$ cat config.mk
export PLATFORM = sky130hd
export DESIGN_NAME = tick_sched
export DESIGN_NICKNAME = d
export VERILOG_FILES = /design/src/rtl/tick_sched_pkg.sv /design/src/rtl/tick_sched_rr_arbiter.sv /design/src/rtl/tick_sched.sv
export SDC_FILE = /design/constraint.sdc
export NUM_CORES = 1
export LEC_CHECK = 0
export CAP_MARGIN = 20
export CORE_MARGIN = 2
export CORE_UTILIZATION = 41
export DETAILED_ROUTE_END_ITERATION = 10
export PLACE_DENSITY = 0.66
export SLEW_MARGIN = 10
export SYNTH_ARGS = -nofsm -noshare
export SYNTH_HDL_FRONTEND = slang
export SYNTH_SLANG_ARGS = --single-unit
$ cat constraint.sdc
create_clock -name clk_in -period 9.5 [get_ports clk_in]
set_input_delay 1.9 -clock clk_in [delete_from_list [all_inputs] [get_ports clk_in]]
set_output_delay 1.9 -clock clk_in [all_outputs]
set_load 0.03 [all_outputs]
$ cat src/rtl/tick_sched_pkg.sv
// Shared sizing and types for the tick scheduler; N_CH and PERIOD_W are fixed here so all files agree.
// pcnt_w() sizes the prescaler counter from its terminal count.
package tick_sched_pkg;

  localparam int N_CH     = 4;
  localparam int PERIOD_W = 16;
  localparam int CH_W     = $clog2(N_CH);

  typedef struct packed {
    logic                en;
    logic [PERIOD_W-1:0] period;
  } ch_cfg_t;

  function automatic int pcnt_w(input int pre_max);
    return (pre_max < 1) ? 1 : $clog2(pre_max + 1);
  endfunction

endpackage

$ cat src/rtl/tick_sched_rr_arbiter.sv
// Round-robin pick of the first set request after last_grant, wrapping; purely combinational.
// No backpressure of its own: the caller decides when the grant is consumed.
module rr_arbiter
  import tick_sched_pkg::*;
#(
  parameter int N = N_CH,
  parameter int W = CH_W
) (
  input  logic [N-1:0] req,
  input  logic [W-1:0] last_grant,
  output logic [W-1:0] grant,
  output logic         grant_valid
);

  int idx;

  always_comb begin
    grant       = '0;
    grant_valid = 1'b0;
    idx         = 0;
    for (int k = 1; k <= N; k++) begin
      idx = (int'(last_grant) + k) % N;
      if (!grant_valid && req[idx[W-1:0]]) begin
        grant       = W'(idx);
        grant_valid = 1'b1;
      end
    end
  end

endmodule

$ cat src/rtl/tick_sched.sv
// Shared prescaler + per-channel period counters + round-robin event port; tick to evt_valid is 2 cycles minimum.
// evt_ch holds while evt_ready=0; a fire on an already pending channel is lost (flagged in ovf when SCHED_OVF_EN).
module tick_sched
  import tick_sched_pkg::*;
#(
  parameter int FREG_INPUT = 50_000_000,
  parameter int FREG_TICK  = 1000
) (
  input  logic                clk_in,
  input  logic                nrst,
  input  logic                cfg_we,
  input  logic [CH_W-1:0]     cfg_ch,
  input  logic                cfg_en,
  input  logic [PERIOD_W-1:0] cfg_period,
  output logic                tick_out,
  output logic                evt_valid,
  output logic [CH_W-1:0]     evt_ch,
  input  logic                evt_ready,
  output logic [N_CH-1:0]     ovf
);

  localparam int                PRE_MAX   = FREG_INPUT / FREG_TICK - 1;
  localparam int                PCNT_W    = pcnt_w(PRE_MAX);
  localparam logic [PCNT_W-1:0] PRE_MAX_V = PCNT_W'(PRE_MAX);

  if (PRE_MAX < 1) begin : g_bad_pre_max
    $error("tick_sched: FREG_INPUT/FREG_TICK must be at least 2");
  end

  logic [PCNT_W-1:0]             pcnt_q, pcnt_d;
  logic                          tick_q, tick_d;
  ch_cfg_t [N_CH-1:0]            cfg_q, cfg_d;
  logic [N_CH-1:0][PERIOD_W-1:0] cnt_q, cnt_d;
  logic [N_CH-1:0]               pend_q, pend_d;
  logic [N_CH-1:0]               fire;
  logic [N_CH-1:0]               granted;
  logic                          evt_valid_q, evt_valid_d;
  logic [CH_W-1:0]               evt_ch_q, evt_ch_d;
  logic [CH_W-1:0]               last_grant_q, last_grant_d;
  logic [CH_W-1:0]               grant;
  logic                          grant_valid;
  logic                          load;

  always_comb begin
    pcnt_d = (pcnt_q == PRE_MAX_V) ? '0 : pcnt_q + 1'b1;
    tick_d = (pcnt_q == PRE_MAX_V);
  end

  // A config write on a channel overrides that channel's tick/fire in the same cycle.
  always_comb begin
    cfg_d = cfg_q;
    cnt_d = cnt_q;
    fire  = '0;
    for (int i = 0; i < N_CH; i++) begin
      if (cfg_we && int'(cfg_ch) == i) begin
        cfg_d[i].en     = cfg_en;
        cfg_d[i].period = cfg_period;
        cnt_d[i]        = '0;
      end else if (tick_q && cfg_q[i].en && cfg_q[i].period != '0) begin
        if (cnt_q[i] >= cfg_q[i].period - 1'b1) begin
          cnt_d[i] = '0;
          fire[i]  = 1'b1;
        end else begin
          cnt_d[i] = cnt_q[i] + 1'b1;
        end
      end
    end
  end

  rr_arbiter #(
    .N(N_CH),
    .W(CH_W)
  ) u_arb (
    .req        (pend_q),
    .last_grant (last_grant_q),
    .grant      (grant),
    .grant_valid(grant_valid)
  );

  assign load = !evt_valid_q || evt_ready;

  always_comb begin
    evt_valid_d  = evt_valid_q;
    evt_ch_d     = evt_ch_q;
    last_grant_d = last_grant_q;
    granted      = '0;
    if (load) begin
      evt_valid_d = grant_valid;
      if (grant_valid) begin
        evt_ch_d       = grant;
        last_grant_d   = grant;
        granted[grant] = 1'b1;
      end
    end
  end

  // Set wins over grant-clear, so a fire in the grant cycle re-arms the channel.
  always_comb begin
    pend_d = pend_q;
    for (int i = 0; i < N_CH; i++) begin
      pend_d[i] = (pend_q[i] && !granted[i]) || fire[i];
      if (cfg_we && int'(cfg_ch) == i) begin
        pend_d[i] = 1'b0;
      end
    end
  end

  always_ff @(posedge clk_in or negedge nrst) begin
    if (!nrst) begin
      pcnt_q       <= '0;
      tick_q       <= 1'b0;
      cfg_q        <= '0;
      cnt_q        <= '0;
      pend_q       <= '0;
      evt_valid_q  <= 1'b0;
      evt_ch_q     <= '0;
      last_grant_q <= CH_W'(N_CH - 1);
    end else begin
      pcnt_q       <= pcnt_d;
      tick_q       <= tick_d;
      cfg_q        <= cfg_d;
      cnt_q        <= cnt_d;
      pend_q       <= pend_d;
      evt_valid_q  <= evt_valid_d;
      evt_ch_q     <= evt_ch_d;
      last_grant_q <= last_grant_d;
    end
  end

`ifdef SCHED_OVF_EN
  logic [N_CH-1:0] ovf_q, ovf_d;

  always_comb begin
    ovf_d = ovf_q | (fire & pend_q & ~granted);
    for (int i = 0; i < N_CH; i++) begin
      if (cfg_we && int'(cfg_ch) == i) begin
        ovf_d[i] = 1'b0;
      end
    end
  end

  always_ff @(posedge clk_in or negedge nrst) begin
    if (!nrst) begin
      ovf_q <= '0;
    end else begin
      ovf_q <= ovf_d;
    end
  end

  assign ovf = ovf_q;
`else
  assign ovf = '0;
`endif

  assign tick_out  = tick_q;
  assign evt_valid = evt_valid_q;
  assign evt_ch    = evt_ch_q;

endmodule

==> After elaboration in Yosys (flattened, before gate mapping) <==
Cells that the tools add are included.
{ "word_totals": {"output_inout_bits": 8, "elab_cells": 137, "in_bits": 23, "register_bits": 158} }
{ "classes": {"mux": 49, "addsub": 13, "n_eq_ne": 4, "n_lt_le_gt_ge": 10, "reduce_logical": 43} }
{ "ops": {"columns": ["cell", "n"], "rows": [
  ["16-bit 2-to-1 mux", 13],
  ["16-bit by 1-bit adder with 16-bit output (second input constant)", 5],
  ["16-bit greater-or-equal comparator", 4],
  ["16-bit nonzero test", 4],
  ["16-bit by 1-bit subtractor with 16-bit output (second input constant)", 4],
  ["1-bit 2-to-1 mux", 25],
  ["1-bit logical AND", 20],
  ["16-bit == test (second input constant)", 1],
  ["2-bit by 3-bit less-than comparator with 1-bit output (second input constant)", 5],
  ["1-bit binary-select mux with 2-bit select", 4],
  ["1-bit logical NOT", 8],
  ["2-bit 2-to-1 mux", 4],
  ["4-bit 2-to-1 mux", 2],
  ["2-bit nonzero test", 4],
  ["1-bit logical OR", 5],
  ["2-bit by 1-bit adder with 2-bit output (second input constant)", 2],
  ["2-bit adder (second input constant)", 2],
  ["2-bit == test (second input constant)", 2],
  ["1-bit demux with 2-bit select", 1],
  ["2-bit by 1-bit == test with 1-bit output (second input constant)", 1],
  ["2-bit by 1-bit greater-or-equal comparator with 1-bit output (second input constant)", 1],
  ["2-bit logical NOT", 1],
  ["2-bit AND reduction", 1]
]} }

==> Depth between registers and ports, before layout <==
Gate-level depths: netlist of the first run.
{ "logic_depth": {"word_depth": 23, "ltp_mapped": 15, "mapped_depth_nobuf": 14} }

==> Cells and area by module <==
From an unflattened synthesis of the first run, not the netlist that was laid out.
{ "unflattened": {"hier_cells": 1088, "hier_area_um2": 9760.6} }
{ "by_module_without_submodules": {"columns": ["mod", "area_per_inst_um2", "seq_area_each_um2", "cells_each", "n_inst"], "rows": [
  ["tick_sched", 9669.3, 3956.3, 1074, 1],
  ["rr_arbiter", 91.3, 0.0, 14, 1]
]} }

==> Worst setup path before layout of the first run <==
Ideal clock, no wire load.
{ "synth_timing": {"path_kind": "input to register", "from": "input cfg_ch[0]", "to": "register cnt_q[1] (netlist bit)", "required_ps": 9378, "setup_ps": 122, "cell_stages": 7, "arrival_time_ps": 3407, "slack_ps": 5971, "n_path_buf": 3, "path_cell_list": "clkbuf_1 -> nor3b_1 -> a211oi_1 -> o21a_1 -> clkbuf_1 -> buf_1 -> a32o_1"} }
{ "synth_between": {"elab_chain_len": 3, "word_cells_on_any_way": 4, "cone_classes": "mux (1); reduce/logical (3)"} }
{ "synth_rtl": {"columns": ["element", "line_no", "text"], "rows": [
  ["from (decl)", "tick_sched.sv:12", "input logic [CH_W-1:0] cfg_ch,"],
  ["2-bit logical NOT *", "tick_sched.sv:55", "if (cfg_we && int'(cfg_ch) == i) begin"],
  ["1-bit logical AND *", "tick_sched.sv:55", null],
  ["16-bit 2-to-1 mux or 2-bit nonzero test (tied branches)", null, null],
  ["to (signal assigned)", "tick_sched.sv:122", "cnt_q <= cnt_d;"],
  ["to (decl)", "tick_sched.sv:33", "logic [N_CH-1:0][PERIOD_W-1:0] cnt_q, cnt_d;"]
]} }
Mark *: on every way between the ends. The rest lies on a longest branch, timed or not.
A chain may end at the register's enable or synchronous reset.

==> Worst setup path after layout of the first run <==
{ "layout_timing": {"from": "input cfg_ch[0]", "to": "register cnt_q[60] (netlist bit)"} }
{ "layout_between": {"elab_chain_len": 3, "word_cells_on_any_way": 4, "cone_classes": "eq/ne (1); mux (1); reduce/logical (2)"} }
{ "layout_rtl": {"columns": ["element", "line_no"], "rows": [
  ["2-bit by 1-bit == test with 1-bit output *", "tick_sched.sv:55"],
  ["1-bit logical AND *", "tick_sched.sv:55"],
  ["16-bit 2-to-1 mux or 2-bit nonzero test (tied branches)", null]
]} }
Marks and branches as above.

==> results of run 1 <==
-- cell families after synthesis --
kind of cell | share of synthesized area
buffers and inverters | 0.0264
AND/OR/NAND/NOR | 0.232
AO/OA/AOI/OAI | 0.121
multiplexers | 0.0401
flip-flops | 0.405
adder cells (fa/ha/maj) | 0.0936
XOR/XNOR | 0.0810
other | 0.000384
-- flip-flops by register name (all words and copies together) (netlist names) --
| register | cells |
|---|---|
| cfg_q | 68 |
| cnt_q | 64 |
| evt_ch | 2 |
| evt_valid | 1 |
| last_grant_q | 2 |
| pcnt_q | 16 |
| pend_q | 4 |
| tick_out | 1 |
-- Yosys cell counts (5+ instances only) --
master	count
and2_1	5
a22o_1	14
xnor2_1	56
xor2_1	25
mux2_2	33
a21o_1	6
clkbuf_1	22
buf_4	5
nand4_1	23
o21ai_1	9
nand2b_1	10
a21oi_1	36
o31ai_1	8
o21ai_0	27
or3_1	6
a211oi_1	8
nand2_1	180
nor3_1	35
or4_1	5
a221o_1	5
nor3b_1	10
xnor2_2	5
inv_1	30
and3_1	11
a31oi_1	13
nor2_1	87
nor2b_1	8
o21a_1	6
nor4_1	18
dfrtp_1	156
ha_1	73
nand3_1	34
-- how the worst min path moves through the flow --
stage,slack [ns],start,cells after the start,end
finish,0.49,pcnt_q[0],1,pcnt_q[0]
global route,0.53,pcnt_q[11],1,pcnt_q[11]
CTS,0.49,pcnt_q[0],1,pcnt_q[0]
detailed placement,0.49,pcnt_q[0],1,pcnt_q[0]
global placement,0.47,pcnt_q[0],1,pcnt_q[0]
floorplan,0.45,pcnt_q[0],1,pcnt_q[0]
-- cell type report --
| class | count | area [sq um] |
|---|---|---|
| clock inverters | 15 | 151 |
| fillers | 2195 | 12500 |
| multi-input cells | 832 | 5560 |
| flip-flops and latches | 158 | 3960 |
| inverters | 30 | 113 |
| clock buffers | 17 | 425 |
| well taps | 319 | 399 |
| repair buffers | 33 | 318 |
-- metal layers --
metal / share of wire / up-vias
met2: 0.49 / 108
li1: - / 3807
met3: 0.029 / 24
met5: 0 / -
met1: 0.46 / 3658
met4: 0.017 / 0
-- critical path, stage by stage --
cell             delay [ns]
clkdlybuf4s50_1        0.58
and3_1                 0.81
a21oi_1                0.36
buf_4                  0.28
nor4_1                 0.33
xnor2_1                0.16
nor2_1                 0.05
-- power by group --
part           internal, mW  total (mW)  switching (mW)
Sequential            0.742       0.829          0.0873
Combinational         0.168       0.366           0.198
Clock                 0.347       0.665           0.318
Total                  1.26        1.86           0.603
==> out/summary.log, run 1 <==
qor: clock_tree.insertion_delay_of_the_later_clocked_pin_in_the_worst_skew_pair 0.44 ns
qor: die.floorplan.rows 56
qor: pwr.fin_total_pwr 1.86 mW
qor: synthesis.ys_warn_count 0
qor: synthesis.synth_sequential_area_ratio 0.405
qor: layout.layout.cell_area.non_filler 10900 sq um
qor: placement.numPlacedInstances 1371
qor: placement.number_of_port_buffers 26
qor: synthesis.synth_area_per_cell 9.31 sq um
qor: layout.nets 1168
qor: routing.wl_per_cell 15.6 um
qor: sta.fmax 238 MHz
qor: die.chipHeight 158 um
qor: clock_tree.clockRootBuffer clkbuf_16
qor: worst_setup_path.highest_net_fanout_along_the_worst_path 19
qor: worst_setup_path.setup.worst_path.start_class input port
qor: sta.report.final.setup_viol 0
qor: synthesis.post_synth_inst_count 1048
qor: layout.layout.cells.most_common nand2_1
qor: routing.drt-initial-drc-count 459
qor: worst_setup_path.timing_worst_setup_path_type input port to flop
qor: synthesis.synthFlopType dfrtp_1
qor: grt.grtUsageMet3 0.0310
qor: layout.diodes 0
qor: sta.final_max_slew_viol_count 0
qor: routing.viasPerCell 5.41
qor: grt.vias_in_the_first_global_route 7373
qor: clock_tree.clock_sink_count 158
qor: worst_setup_path.end_of_the_worst_register_to_register_path cnt_q[13]
qor: grt.gr-usage-all-layers 0.185
qor: synthesis.netlist.area_leader.share 0.400
qor: clock_tree.h_tree_levels 4
qor: pwr.power.density 170 nW/um^2
qor: clock_tree.hold_buffers 0
qor: grt.met1_usage 0.235
qor: die.die_x 158 um
qor: sta.skew 0.0103 ns
qor: job.cap_viol_max_count 0
qor: synthesis.synth_top_area_cell dfrtp_1
qor: synthesis.yosys.cell_types.count 72
qor: synthesis.synth_area_leaders dfrtp_1 40%, ha_1 9.4%, nand2_1 6.9%
qor: grt.antenna_violations_before_repair 0
qor: worst_setup_path.reg2regPathDepth 12
qor: sta.finalSetupTns 0 ns
qor: grt.gr-max-usage-layer met2
qor: grt.grt_overflow 0
qor: routing.route.antenna.remaining_nets 0
qor: synthesis.synth_edf_count 0
qor: clock_tree.cts_buffers 17
qor: layout.layout-drive-gt1-share 0.0940
qor: pwr.peakVddDrop 0.117 mV
qor: placement.place_ws 4.87 ns
qor: clock_tree.ctsResizeCount 0
qor: layout.layout_common_cells 180 x nand2_1, 156 x dfrtp_1, 87 x nor2_1
qor: clock_tree.clock_path_buffers 2
qor: synthesis.yosys_register_bits 158
qor: sta.setup_ws 5.30 ns
qor: worst_setup_path.critical_path.endpoint_type flop
qor: worst_setup_path.rr_startpoint cfg_q[3]
qor: worst_setup_path.rrSetupSlack 5.33 ns
qor: layout.final-instance-count-excl-fill 1404
qor: placement.final_replace_weighted_congestion 0.817
qor: outcome.status completed
qor: routing.drt_wl_total 21900 um
qor: sta.min_period_over_period 0.442
qor: worst_setup_path.arrival 4.49 ns
qor: die.core-area 23400 sq um
qor: sta.final.min_clock_period 4.20 ns
qor: placement.dp_hpwl 15900 um
qor: die.die-area 25100 sq um
qor: layout.syn_to_final_growth 11.9%
qor: sta.hold-worst-slack 0.494 ns
qor: routing.routed-via-count 7597
qor: synthesis.async_flop_share 1.00
qor: die.top_level_ports 31
qor: worst_setup_path.worstSetupStartpoint cfg_ch[0]
qor: clock_tree.clk_transition_reported_paths 0.07 ns
qor: worst_setup_path.endpoint cnt_q[60]
qor: sta.number_of_endpoints_with_negative_hold_slack_in_the_final_report 0
qor: grt.pin_count_of_the_biggest_net_entering_global_routing 89
qor: min_path.timing.hold.worst.class flop to flop
qor: grt.global_route.usage.met2 0.322
qor: sta.worst_slew_pin_slew 1.02 ns
qor: die.initial_core_util 0.417
qor: clock_tree.post_cts.repair.setup_buffers 0
qor: pwr.p_leak 4.63 nW
qor: clock_tree.tritoncts done
qor: worst_setup_path.crit_required 9.79 ns
qor: routing.drc 0
qor: layout.final_util 0.467
qor: routing.detail_route.first_pass.iterations 4
qor: sta.max_slew_margin 0.318
qor: placement.detailed_place.area 10300 sq um
qor: synthesis.post_synth_instance_area 9760 sq um
qor: sta.grt_setup_unrepaired no
qor: grt.wire_length_of_the_first_global_routing_pass 36500 um
Note: power is estimated with default switching activity, not from simulation.
==> run 2: changes to the inputs <==
==> constraint.sdc (replaced) <==
create_clock -name clk_in -period 4 [get_ports clk_in]
set_input_delay 0.8 -clock clk_in [delete_from_list [all_inputs] [get_ports clk_in]]
set_output_delay 0.8 -clock clk_in [all_outputs]
set_load 0.03 [all_outputs]
==> out/summary.log, run 2 (synthesis results as in run 1) <==
qor: routing.highest_layer met4
qor: clock_tree.ctsResizeCount 0
qor: routing.routed-via-count 7818
qor: min_path.timing.hold.worst.class input port to asynchronous set/reset pin
qor: clock_tree.clock_path_buffers 2
qor: sta.worst_slew_pin_slew 0.928 ns
qor: die.die_x 158 um
qor: clock_tree.insertion_delay_of_the_later_clocked_pin_in_the_worst_skew_pair 0.45 ns
qor: clock_tree.cts_buffers 17
qor: worst_setup_path.worstPathBufferInverterCount 1
qor: layout.largest_register cfg_q
qor: die.chipHeight 158 um
qor: sta.min_period_over_period 0.910
qor: layout.layout-drive-gt1-share 0.103
qor: pwr.power.net_switching 1.46 mW
qor: die.floorplan.rows 56
qor: sta.fmax 275 MHz
qor: worst_setup_path.timing.critical_path.max_delay_family simple AND/OR/NAND/NOR gates
qor: sta.final.min_clock_period 3.64 ns
qor: routing.wl_per_cell 16.2 um
qor: layout.layout.cell_area.non_filler 11000 sq um
qor: worst_setup_path.reg2regPathDepth 12
qor: layout.layout_common_cells 180 x nand2_1, 156 x dfrtp_1, 86 x nor2_1
qor: pwr.netSwitchingFraction 0.319
qor: worst_setup_path.timing_worst_setup_path_type flop to flop
qor: layout.diodes 0
qor: grt.gr-usage-all-layers 0.189
qor: layout.layout.cells.most_common nand2_1
qor: placement.detailed_place.area 10400 sq um
qor: routing.met1_length 10500 um
qor: pwr.power.density 415 nW/um^2
qor: pwr.peakVddDrop 0.254 mV
qor: worst_setup_path.highest_net_fanout_along_the_worst_path 10
qor: routing.met3RoutedLength 966 um
qor: placement.final_replace_weighted_congestion 0.895
qor: clock_tree.clockRootBuffer clkbuf_16
qor: die.top_level_ports 31
qor: routing.viasPerCell 5.55
qor: clock_tree.tritoncts done
qor: placement.dp_hpwl 16100 um
qor: worst_setup_path.worstPathCellList inv_1 -> ha_1 -> nor4b_1 -> nand2_1 -> nor4_1 -> xnor2_1 -> ha_1 -> nand4_1 -> a211o_1 -> o21ai_2 -> nor3_4 -> a221o_1
qor: worst_setup_path.critical_path.endpoint_type flop
qor: worst_setup_path.rr_startpoint cfg_q[17]
qor: sta.report.final.setup_viol 0
qor: worst_setup_path.crit_required 4.33 ns
qor: clock_tree.h_tree_levels 4
qor: clock_tree.clk_transition_reported_paths 0.07 ns
qor: grt.vias_in_the_first_global_route 7342
qor: sta.max_slew_margin 0.380
qor: routing.drt_wl_total 22900 um
qor: pwr.cellInternalPower 3.11 mW
qor: pwr.combPwrFrac 0.195
qor: routing.drt-initial-drc-count 504
qor: layout.biggest_registers_after_layout cfg_q (68), cnt_q (64), pcnt_q (16)
qor: layout.largest_reg_flops 68
qor: sta.number_of_endpoints_with_negative_hold_slack_in_the_final_report 0
qor: sta.finalSetupTns 0 ns
qor: pwr.sequentialPowerShare 0.432
qor: layout.nets 1173
qor: clock_tree.clock_sink_count 158
qor: job.cap_viol_max_count 0
qor: placement.number_of_port_buffers 26
qor: outcome.status completed
qor: worst_setup_path.end_of_the_worst_register_to_register_path cnt_q[28]
qor: routing.route.antenna.remaining_nets 0
qor: clock_tree.post_cts.repair.setup_buffers 0
qor: die.initial_core_util 0.417
qor: sta.final_max_slew_viol_count 0
qor: routing.wl_met2 10900 um
qor: pwr.p_leak 4.68 nW
qor: die.core-area 23400 sq um
qor: die.die-area 25100 sq um
qor: sta.skew 0.00930 ns
qor: worst_setup_path.setup.worst_path.start_class flop
qor: clock_tree.hold_buffers 0
qor: grt.antenna_violations_before_repair 0
qor: layout.syn_to_final_growth 12.9%
qor: pwr.pwr-share-clk 0.374
qor: grt.wire_length_of_the_first_global_routing_pass 37400 um
qor: worst_setup_path.worst_path_max_delay_cell o21ai_2
qor: worst_setup_path.rrSetupSlack 0.36 ns
qor: routing.drc 0
qor: worst_setup_path.arrival 3.97 ns
qor: grt.pin_count_of_the_biggest_net_entering_global_routing 74
qor: grt.grt_overflow 0
qor: worst_setup_path.critical_path.most_common_cell ha_1
qor: routing.detail_route.first_pass.iterations 5
qor: worst_setup_path.peak_per_stage_delay_on_the_critical_path 0.44 ns
run 2: changes by cell type in the layout (fill, tap and decap cells not counted), sizes merged:
cell,change
buf,+5
clkinv,-4
inv,+3
bufinv,+2
clkinvlp,-1
run 2: worst register-to-register path, cell delays in order (launching register included):
cell and delay (ns):
dfrtp_1 0.38, inv_1 0.10, ha_1 0.21, nor4b_1 0.42, nand2_1 0.24, nor4_1 0.36, xnor2_1 0.13, ha_1 0.30
nand4_1 0.12, a211o_1 0.31, o21ai_2 0.44, nor3_4 0.17, a221o_1 0.33
run 2: worst max-delay path by stage:
stage          cells past startpoint      start   endpoint
6_report                          12  cfg_q[17]  cnt_q[28]
5_1_grt                           12  cfg_q[53]  cnt_q[48]
3_5_place_dp                      12  cfg_q[53]  cnt_q[48]
3_3_place_gp                      12  cfg_q[53]  cnt_q[48]
2_1_floorplan                     13  cfg_q[34]  cnt_q[38]
4_1_cts                           12  cfg_q[53]  cnt_q[48]
run 2: power groups by stage:
| stage | Sequential [mW] | Combinational, mW | Clock (mW) |
|---|---|---|---|
| after floorplan | 1.95 | 0.647 | 0 |
| after global placement | 1.99 | 0.862 | 0 |
| after detailed placement | 2.00 | 0.883 | 0 |
| after CTS | 1.97 | 0.894 | 1.72 |
| after global routing | 2.00 | 1.01 | 1.79 |
| final | 1.97 | 0.889 | 1.71 |
run 2: final cells by class:
| cell class | count | area [sq um] |
|---|---|---|
| fillers | 2201 | 12400 |
| well taps | 319 | 399 |
| clock buffers | 17 | 425 |
| repair buffers | 38 | 364 |
| multi-input cells | 832 | 5580 |
| clock inverters | 15 | 174 |
| flip-flops and latches | 158 | 3960 |
| inverters | 30 | 113 |
run 2: per-layer routing:
metal | up-vias | track usage
met1 | 3795 | 0.251
met5 | - | 0
met3 | 44 | 0.0373
met2 | 173 | 0.307
li1 | 3806 | -
met4 | 0 | 0.0682
run 2: through the flow:
stage | power (mW) | std cells | util | setup WS [ns] | hold WS, ns
floorplan | 2.60 | 1051 | - | 0.576 | 0.448
global placement | 2.85 | 1377 | 0.444 | 0.224 | 0.474
detailed placement | 2.88 | 1377 | 0.444 | 0.0793 | 0.485
CTS | 4.59 | 1409 | 0.470 | 0.0494 | 0.348
global route | 4.80 | 1409 | 0.471 | -0.000727 | 0.375
finish | 4.57 | 1409 | 0.471 | 0.361 | 0.325
==> run 3: changes to the inputs <==
--- a/config.mk
+++ b/config.mk
@@ -9,7 +9,7 @@
 export CORE_MARGIN = 2
 export CORE_UTILIZATION = 41
 export DETAILED_ROUTE_END_ITERATION = 10
-export PLACE_DENSITY = 0.66
+export PLACE_DENSITY = 0.62
 export SLEW_MARGIN = 10
 export SYNTH_ARGS = -nofsm -noshare
 export SYNTH_HDL_FRONTEND = slang
==> out/summary.log, run 3 (synthesis results as in run 1) <==
qor: outcome.status completed
qor: sta.max_slew_margin 0.374
qor: clock_tree.clockRootBuffer clkbuf_16
qor: sta.hold-worst-slack 0.393 ns
qor: clock_tree.tritoncts done
qor: layout.nets 1177
qor: die.chipHeight 158 um
qor: placement.number_of_port_buffers 26
qor: routing.route.antenna.remaining_nets 0
qor: sta.report.final.setup_viol 0
qor: routing.routed-via-count 7660
qor: die.core-area 23400 sq um
qor: worst_setup_path.timing.critical_path.max_delay_family simple AND/OR/NAND/NOR gates
qor: clock_tree.clock_path_buffers 2
qor: sta.final_max_slew_viol_count 0
qor: sta.finalSetupTns 0 ns
qor: pwr.power.net_switching 1.39 mW
qor: min_path.timing.hold.worst.class input port to asynchronous set/reset pin
qor: sta.min_period_over_period 0.915
qor: worst_setup_path.worstSetupStartpoint cfg_q[34]
qor: grt.pin_count_of_the_biggest_net_entering_global_routing 77
qor: sta.fmax 273 MHz
qor: layout.biggest_registers_after_layout cfg_q (68), cnt_q (64), pcnt_q (16)
qor: placement.numPlacedInstances 1381
qor: layout.largest_register cfg_q
qor: grt.grt_overflow 0
qor: placement.place_ws 0.153 ns
qor: pwr.combPwrFrac 0.194
qor: layout.final-instance-count-excl-fill 1413
qor: worst_setup_path.setup.worst_path.start_class flop
qor: clock_tree.cts_buffers 17
qor: routing.viasPerCell 5.42
qor: pwr.power.density 419 nW/um^2
qor: pwr.pwr-share-clk 0.380
qor: worst_setup_path.timing_worst_setup_path_type flop to flop
qor: worst_setup_path.highest_net_fanout_along_the_worst_path 7
qor: worst_setup_path.worstPathBufferInverterCount 1
qor: pwr.cellInternalPower 3.26 mW
qor: routing.met1_length 11500 um
qor: placement.final_replace_weighted_congestion 0.803
qor: routing.wl_met2 10800 um
qor: clock_tree.clock_sink_count 158
qor: pwr.peakVddDrop 0.244 mV
qor: pwr.netSwitchingFraction 0.298
qor: worst_setup_path.critical_path.endpoint_type flop
qor: layout.largest_reg_flops 68
qor: placement.detailed_place.area 10400 sq um
qor: die.die_x 158 um
qor: routing.wl_per_cell 16.5 um
qor: routing.detail_route.first_pass.iterations 5
qor: layout.diodes 0
qor: clock_tree.clk_transition_reported_paths 0.07 ns
qor: routing.met3RoutedLength 624 um
qor: sta.worst_slew_pin_slew 0.937 ns
qor: die.initial_core_util 0.417
qor: placement.dp_hpwl 16400 um
qor: job.cap_viol_max_count 0
qor: sta.grt_setup_unrepaired no
qor: worst_setup_path.worst_path_max_delay_cell or4b_1
qor: worst_setup_path.rr_startpoint cfg_q[34]
qor: pwr.fin_total_pwr 4.64 mW
qor: worst_setup_path.crit_required 4.29 ns
qor: clock_tree.insertion_delay_of_the_later_clocked_pin_in_the_worst_skew_pair 0.43 ns
qor: pwr.p_leak 4.70 nW
qor: routing.highest_layer met4
qor: layout.final_util 0.473
qor: routing.drt-initial-drc-count 522
qor: layout.layout.cell_area.non_filler 11100 sq um
qor: grt.vias_in_the_first_global_route 7459
qor: sta.number_of_endpoints_with_negative_hold_slack_in_the_final_report 0
qor: sta.setup_ws 0.339 ns
qor: clock_tree.h_tree_levels 4
qor: die.floorplan.rows 56
qor: worst_setup_path.peak_per_stage_delay_on_the_critical_path 0.50 ns
qor: grt.wire_length_of_the_first_global_routing_pass 38700 um
qor: routing.drc 0
qor: grt.gr-usage-all-layers 0.196
qor: worst_setup_path.arrival 3.95 ns
qor: sta.skew 0.0139 ns
qor: clock_tree.post_cts.repair.setup_buffers 0
qor: layout.layout_common_cells 180 x nand2_1, 156 x dfrtp_1, 86 x nor2_1
qor: layout.n_fill_cell 2262
qor: worst_setup_path.worstPathCellList inv_1 -> ha_1 -> or4b_1 -> or3_1 -> nor3_1 -> nand2_1 -> xor2_1 -> ha_1 -> nand2_1 -> nor2_1 -> nand3_1 -> o21a_1 -> o21ai_1 -> nor2_1
qor: die.top_level_ports 31
qor: grt.antenna_violations_before_repair 0
qor: die.die-area 25100 sq um
qor: layout.layout-drive-gt1-share 0.101
qor: sta.final.min_clock_period 3.66 ns
qor: layout.syn_to_final_growth 13.5%
qor: routing.drt_wl_total 23300 um
qor: layout.layout.cells.most_common nand2_1
qor: pwr.sequentialPowerShare 0.426
[run 3: changes by cell type in the layout (fill, tap and decap cells not counted), moves of 2 or more]
cell       before  now
bufinv_16       2    4
inv_6           5    0
clkbuf_1        0    3
inv_8           4    0
clkinv_4        0    2
clkbuf_8        0    2
buf_4          11   15
[run 3: power groups by stage]
| stage | sequential [mW] | combinational (mW) | clock [mW] |
|---|---|---|---|
| CTS | 1.97 | 0.910 | 1.79 |
| detailed placement | 2.00 | 0.899 | 0 |
| floorplan | 1.95 | 0.647 | 0 |
| global route | 2.01 | 1.04 | 1.87 |
| global placement | 2.00 | 0.884 | 0 |
| finish | 1.98 | 0.903 | 1.76 |
[run 3: path summary, 6_finish.rpt]
kind | slack, ns | cells after the start | end
min in group clk_in | 0.48 | 1 | pcnt_q[0]
min | 0.39 | 1 | cnt_q[19]
max in group asynchronous | 2.79 | 2 | cnt_q[9]
max | 0.34 | 14 | cnt_q[45]
min reg2reg | 0.48 | 1 | pcnt_q[0]
max reg2reg | 0.34 | 14 | cnt_q[45]
[run 3: area by class of cell]
cell class | count | area [sq um] | share of cell area
clock inverters | 10 | 165 | 0.0149
well taps | 319 | 399 | 0.0360
clock buffers | 22 | 464 | 0.0419
inverters | 30 | 113 | 0.0102
repair buffers | 42 | 394 | 0.0356
multi-input cells | 832 | 5580 | 0.504
flip-flops and latches | 158 | 3960 | 0.357
[run 3: repair_timing]
item                                   in CTS  in global routing
setup endpoints to repair                   0                 28
endpoints found under the hold margin       0                  0
gates resized for setup                     0                  4
hold buffers                                0                  0
[run 3: routing by layer]
metal | GRT usage | vias up
li1 | - | 3810
met1 | 0.281 | 3718
met2 | 0.313 | 109
met3 | 0.0299 | 23
met4 | 0.0511 | 0
met5 | 0 | -
